### src/rtl/pipe_rx_data_packer.sv
// rtl/pipe_rx_data_packer.sv - packs PIPE receive symbols into 32-bit words for the descrambler
module pipe_rx_data_packer #(
    parameter int pipe_width_gen1 = 8,
    parameter int pipe_width_gen2 = 8,
    parameter int pipe_width_gen3 = 16,
    parameter int pipe_width_gen4 = 32,
    parameter int pipe_width_gen5 = 32
) (
    input  logic        pclk,
    input  logic        reset_n,
    input  logic [2:0]  generation,
    input  logic [31:0] RxData,
    input  logic [3:0]  RxDataK,
    input  logic        RxValid,
    output logic [31:0] descramblerDataIn,
    output logic [3:0]  descramblerDataK,
    output logic [3:0]  descramblerDataValid,
    output logic        partialDrop
);

    localparam logic [2:0] syms_gen1 = 3'(pipe_width_gen1 / 8);
    localparam logic [2:0] syms_gen2 = 3'(pipe_width_gen2 / 8);
    localparam logic [2:0] syms_gen3 = 3'(pipe_width_gen3 / 8);
    localparam logic [2:0] syms_gen4 = 3'(pipe_width_gen4 / 8);
    localparam logic [2:0] syms_gen5 = 3'(pipe_width_gen5 / 8);

    logic [31:0] acc_data, acc_data_n, merged_data, out_data_n;
    logic [3:0]  acc_k, acc_k_n, merged_k, out_k_n, out_valid_n, flush_mask;
    logic [2:0]  fill, fill_n, gen_q, syms, base, pos;
    logic        drop;

    always_comb begin
        case (generation)
            3'd1:    syms = syms_gen1;
            3'd2:    syms = syms_gen2;
            3'd3:    syms = syms_gen3;
            3'd4:    syms = syms_gen4;
            3'd5:    syms = syms_gen5;
            default: syms = 3'd0;
        endcase
    end

    always_comb begin
        case (fill)
            3'd1:    flush_mask = 4'b0001;
            3'd2:    flush_mask = 4'b0011;
            3'd3:    flush_mask = 4'b0111;
            default: flush_mask = 4'b0000;
        endcase
    end

    always_comb begin
        // An invalid generation while holding bytes is treated like a generation change.
        drop = (fill != 3'd0) && ((generation != gen_q) || (syms == 3'd0));
        base = drop ? 3'd0 : fill;

        merged_data = drop ? 32'd0 : acc_data;
        merged_k    = drop ? 4'd0 : acc_k;
        pos         = 3'd0;
        for (int i = 0; i < 4; i++) begin
            pos = base + 3'(i);
            if ((3'(i) < syms) && (pos < 3'd4)) begin
                merged_data[{pos[1:0], 3'b000} +: 8] = RxData[i*8 +: 8];
                merged_k[pos[1:0]]                   = RxDataK[i];
            end
        end

        acc_data_n  = drop ? 32'd0 : acc_data;
        acc_k_n     = drop ? 4'd0 : acc_k;
        fill_n      = base;
        out_data_n  = 32'd0;
        out_k_n     = 4'd0;
        out_valid_n = 4'd0;

        if (syms == 3'd0) begin
            fill_n     = 3'd0;
            acc_data_n = 32'd0;
            acc_k_n    = 4'd0;
        end else if (RxValid) begin
            if (base + syms == 3'd4) begin
                out_data_n  = merged_data;
                out_k_n     = merged_k;
                out_valid_n = 4'hF;
                fill_n      = 3'd0;
                acc_data_n  = 32'd0;
                acc_k_n     = 4'd0;
            end else begin
                acc_data_n = merged_data;
                acc_k_n    = merged_k;
                fill_n     = base + syms;
            end
        end else if (base != 3'd0) begin
            out_valid_n = flush_mask;
            out_k_n     = acc_k & flush_mask;
            for (int i = 0; i < 4; i++) begin
                if (flush_mask[i]) out_data_n[i*8 +: 8] = acc_data[i*8 +: 8];
            end
            fill_n     = 3'd0;
            acc_data_n = 32'd0;
            acc_k_n    = 4'd0;
        end
    end

    always_ff @(posedge pclk or negedge reset_n) begin
        if (!reset_n) begin
            acc_data             <= 32'd0;
            acc_k                <= 4'd0;
            fill                 <= 3'd0;
            gen_q                <= 3'd0;
            descramblerDataIn    <= 32'd0;
            descramblerDataK     <= 4'd0;
            descramblerDataValid <= 4'd0;
            partialDrop          <= 1'b0;
        end else begin
            acc_data             <= acc_data_n;
            acc_k                <= acc_k_n;
            fill                 <= fill_n;
            gen_q                <= generation;
            descramblerDataIn    <= out_data_n;
            descramblerDataK     <= out_k_n;
            descramblerDataValid <= out_valid_n;
            partialDrop          <= drop;
        end
    end

endmodule
### config.mk
export PLATFORM = sky130hd
export DESIGN_NAME = pipe_rx_data_packer
export DESIGN_NICKNAME = d
export VERILOG_FILES = /design/src/rtl/pipe_rx_data_packer.sv
export SDC_FILE = /design/constraint.sdc
export NUM_CORES = 1
export LEC_CHECK = 0
export ABC_CLOCK_PERIOD_IN_PS = 5600
export CORE_MARGIN = 2
export CORE_UTILIZATION = 45
export DETAILED_ROUTE_END_ITERATION = 10
export PLACE_DENSITY = 0.79
export SETUP_SLACK_MARGIN = 0.2
export SLEW_MARGIN = 10
export SYNTH_ARGS = -nofsm -noshare
export SYNTH_HDL_FRONTEND = slang
export SYNTH_SLANG_ARGS = --single-unit
### constraint.sdc
create_clock -name pclk -period 5.6 [get_ports pclk]
set_input_delay 0.56 -clock pclk [delete_from_list [all_inputs] [get_ports pclk]]
set_output_delay 0.56 -clock pclk [all_outputs]
set_load 0.005 [all_outputs]
==> results.toml <==
[timing]
period_needed_ns = 4.394
final.setup_skew_ns = 0.006819
timing.hold.ws_ns = 0.3713
maxSlewHeadroom_pct = 20.41
rsz0062_at_grt = "no"
max_freq_mhz = 227.6
period_share_pct = 78.47
setup_viol = 0
slew_violations = 0
setup_tns_ns = 0
worstMarginPinSlew_ns = 1.190
hold_violations = 0

[floorplanning]
die_w_um = 112.2
initial_core_util_pct = 46.16
fp-row-count = 39
core-area_sq_um = 11420
dieArea_sq_um = 12600
dieHeight_um = 112.2
io_pins = 83

[hold_path]
min-delay-path-class = "input port to asynchronous set/reset pin"

[route]
routedWlPerCell_um = 24.29
top_layer = "met4"
vias = 5399
dr.pass1.iters = 5
first_iter_violations = 673
wl_met3_um = 2169
totalWireLength_um = 19110
wl_met1_um = 7590
drc = 0
wl_met2_um = 8328
via_per_inst = 6.860
antenna_left = 0

[grt]
grt_pass1_wl_um = 29700
grt_overflow = 0
first_global_vias = 5285
grt_usage_pct = 30.55
grt_max_degree = 84
antenna_found_initial = 0

[logic_synthesis]
synth_edf_count = 0
synthCells = 581
ys_seq_area_share_pct = 39.40
synth_cell_types = 65
synth-main-ff-cell = "dfrtp_1"
syn_area_sq_um = 5271
synth_nets = 626
yosysWarnings = 0
synth-seq-cells = 83
async_flop_share_pct = 100.0
synth_area_per_cell_sq_um = 9.073

[cells_and_area]
fin_area_sq_um = 6396
diodes = 0
drive_gt1_share_pct = 7.919
final_cell_mix = "dfrtp_1, clkdlybuf4s50_1, o21ai_0"
area_delta_synth_final_pct = 21.34
nNetsFinal = 684
final_common_cell = "dfrtp_1"
n_fill_cell = 1017

[placed_design]
io_buffers = 82
dp_hpwl_um = 13510
gp_congestion = 1.012
post_dp_cell_area_sq_um = 6086

[power_and_ir_drop]
powerDensity_nw_per_um2 = 249.8
p_leak_nw = 2.485
ir_drop_mv = 0.1786

[clock_network]
clock_path_buffers = 2
holdBufCountCts = 0
path_clk_slew_ns = 0.06
cts-resized-gates = 0
clk_latency_ns = 0.36
cts_max_level = 3
cts_tree = "yes"
cts_setup_buffers = 0
root_buffer = "clkbuf_16"
cts.sinks = 83
cts_buffers = 9

[worst_setup_path]
cp-start-kind = "input port"
required_ns = 5.84
critical_path_class = "input port to flop"
end_kind = "flop"
critPathArrivalTime_ns = 4.63
path_max_fanout = 35

[outcome]
status = "finished clean"

[flow_run]
maxCapViolCount = 0
[cell usage after synthesis, types with 3 or more instances]
cell	count	area, sq um
dfrtp_1	83	2077
o21ai_0	64	320.3
nand2_1	52	195.2
a21oi_1	51	255.2
a22o_1	34	297.8
nor2_1	23	86.33
a22oi_1	19	142.6
a31oi_1	18	112.6
buf_2	17	85.08
nand3_1	14	70.07
clkbuf_1	13	48.80
o22ai_1	13	81.33
and2_1	11	68.82
a2bb2oi_1	10	87.58
inv_1	10	37.54
nor3_1	10	50.05
o21a_1	10	75.07
a221oi_1	9	78.83
a211o_1	8	70.07
nand2b_1	8	50.05
buf_6	6	67.56
o221ai_1	5	43.79
o22a_1	5	43.79
o32ai_1	5	43.79
a221o_1	4	40.04
a222oi_1	4	40.04
a32o_1	4	40.04
and3_1	4	25.02
nor3b_2	4	50.05
o211ai_1	4	30.03
or2_2	4	25.02
buf_1	3	11.26
buf_4	3	22.52
nor2b_1	3	18.77
nor3_2	3	30.03
o2bb2ai_1	3	26.28
[kinds of logic (layout without fill, tap and decap cells)]
family                   count (synthesis)  after routing  share of synthesized area [%]
flip-flops                              83             83                          39.40
XOR/XNOR                                 3              3                         0.6410
buffers and inverters                   52            115                          5.174
AND/OR/NAND/NOR                        155            155                          16.16
adder cells (fa/ha/maj)                  3              3                         0.8544
AO/OA/AOI/OAI                          285            285                          37.76
[metal layers]
metal | vias up | global-route usage (%)
li1 | 2356 | -
met1 | 2589 | 41.68
met2 | 376 | 44.94
met3 | 78 | 6.479
met4 | 0 | 17.89
met5 | - | 0
[worst max-delay path, cell delays in order]
cell	delay (ns)
clkdlybuf4s50_1	0.57
nor4_1	0.41
and2_1	0.42
nor2_4	0.24
nor2_1	0.15
ha_1	0.17
inv_1	0.06
fa_1	0.55
nor3b_1	0.45
a21o_1	0.49
nor2_4	0.23
a32o_1	0.32
[sequential cells by signal, indices dropped and copies added (netlist names)]
register / count
acc_data: 32
fill: 3
descramblerDataIn: 32
acc_k: 4
descramblerDataK: 4
descramblerDataValid: 4
partialDrop: 1
gen_q: 3
[final timing paths]
path | startpoint | to | slack (ns) | depth (start not counted)
max | generation[1] | acc_data[24]$_DFF_PN0_ | 1.21 | 12
min | reset_n | descramblerDataIn[19]$_DFF_PN0_ | 0.37 | 1
max reg2reg | gen_q[1]$_DFF_PN0_ | acc_data[24]$_DFF_PN0_ | 1.68 | 11
min reg2reg | acc_data[27]$_DFF_PN0_ | acc_data[27]$_DFF_PN0_ | 0.50 | 1
max in group asynchronous | reset_n | fill[1]$_DFF_PN0_ | 4.54 | 1
min in group pclk | acc_data[27]$_DFF_PN0_ | acc_data[27]$_DFF_PN0_ | 0.50 | 1
[cell type report]
type / instances / area (sq um) / share of cell area [%]
Multi-Input combinational cell: 446 / 2922 / 45.68
Sequential cell: 83 / 2077 / 32.47
Clock buffer: 10 / 239.0 / 3.736
Timing Repair Buffer: 89 / 870.8 / 13.62
Clock inverter: 6 / 71.32 / 1.115
Tap cell: 143 / 178.9 / 2.797
Inverter: 10 / 37.54 / 0.5869
[where the power goes]
part / leakage, nW / switching [mW] / internal [mW]
Combinational: 1.21 / 0.195 / 0.123
Sequential: 1.13 / 0.0261 / 0.630
Clock: 0.146 / 0.262 / 0.361
[stage by stage]
stage / instances / utilization [%] / setup slack, ns / total power, mW
after global placement: 771 / 53.30 / 1.062 / 0.9660
after CTS: 787 / 56.02 / 1.241 / 1.597
after detailed placement: 771 / 53.30 / 0.8681 / 0.9739
after floorplan: 581 / - / 1.928 / 0.8481
after global routing: 787 / 56.02 / 0.9849 / 1.653
final: 787 / 56.02 / 1.206 / 1.598
No activity file was read; power rests on OpenSTA's default activity.
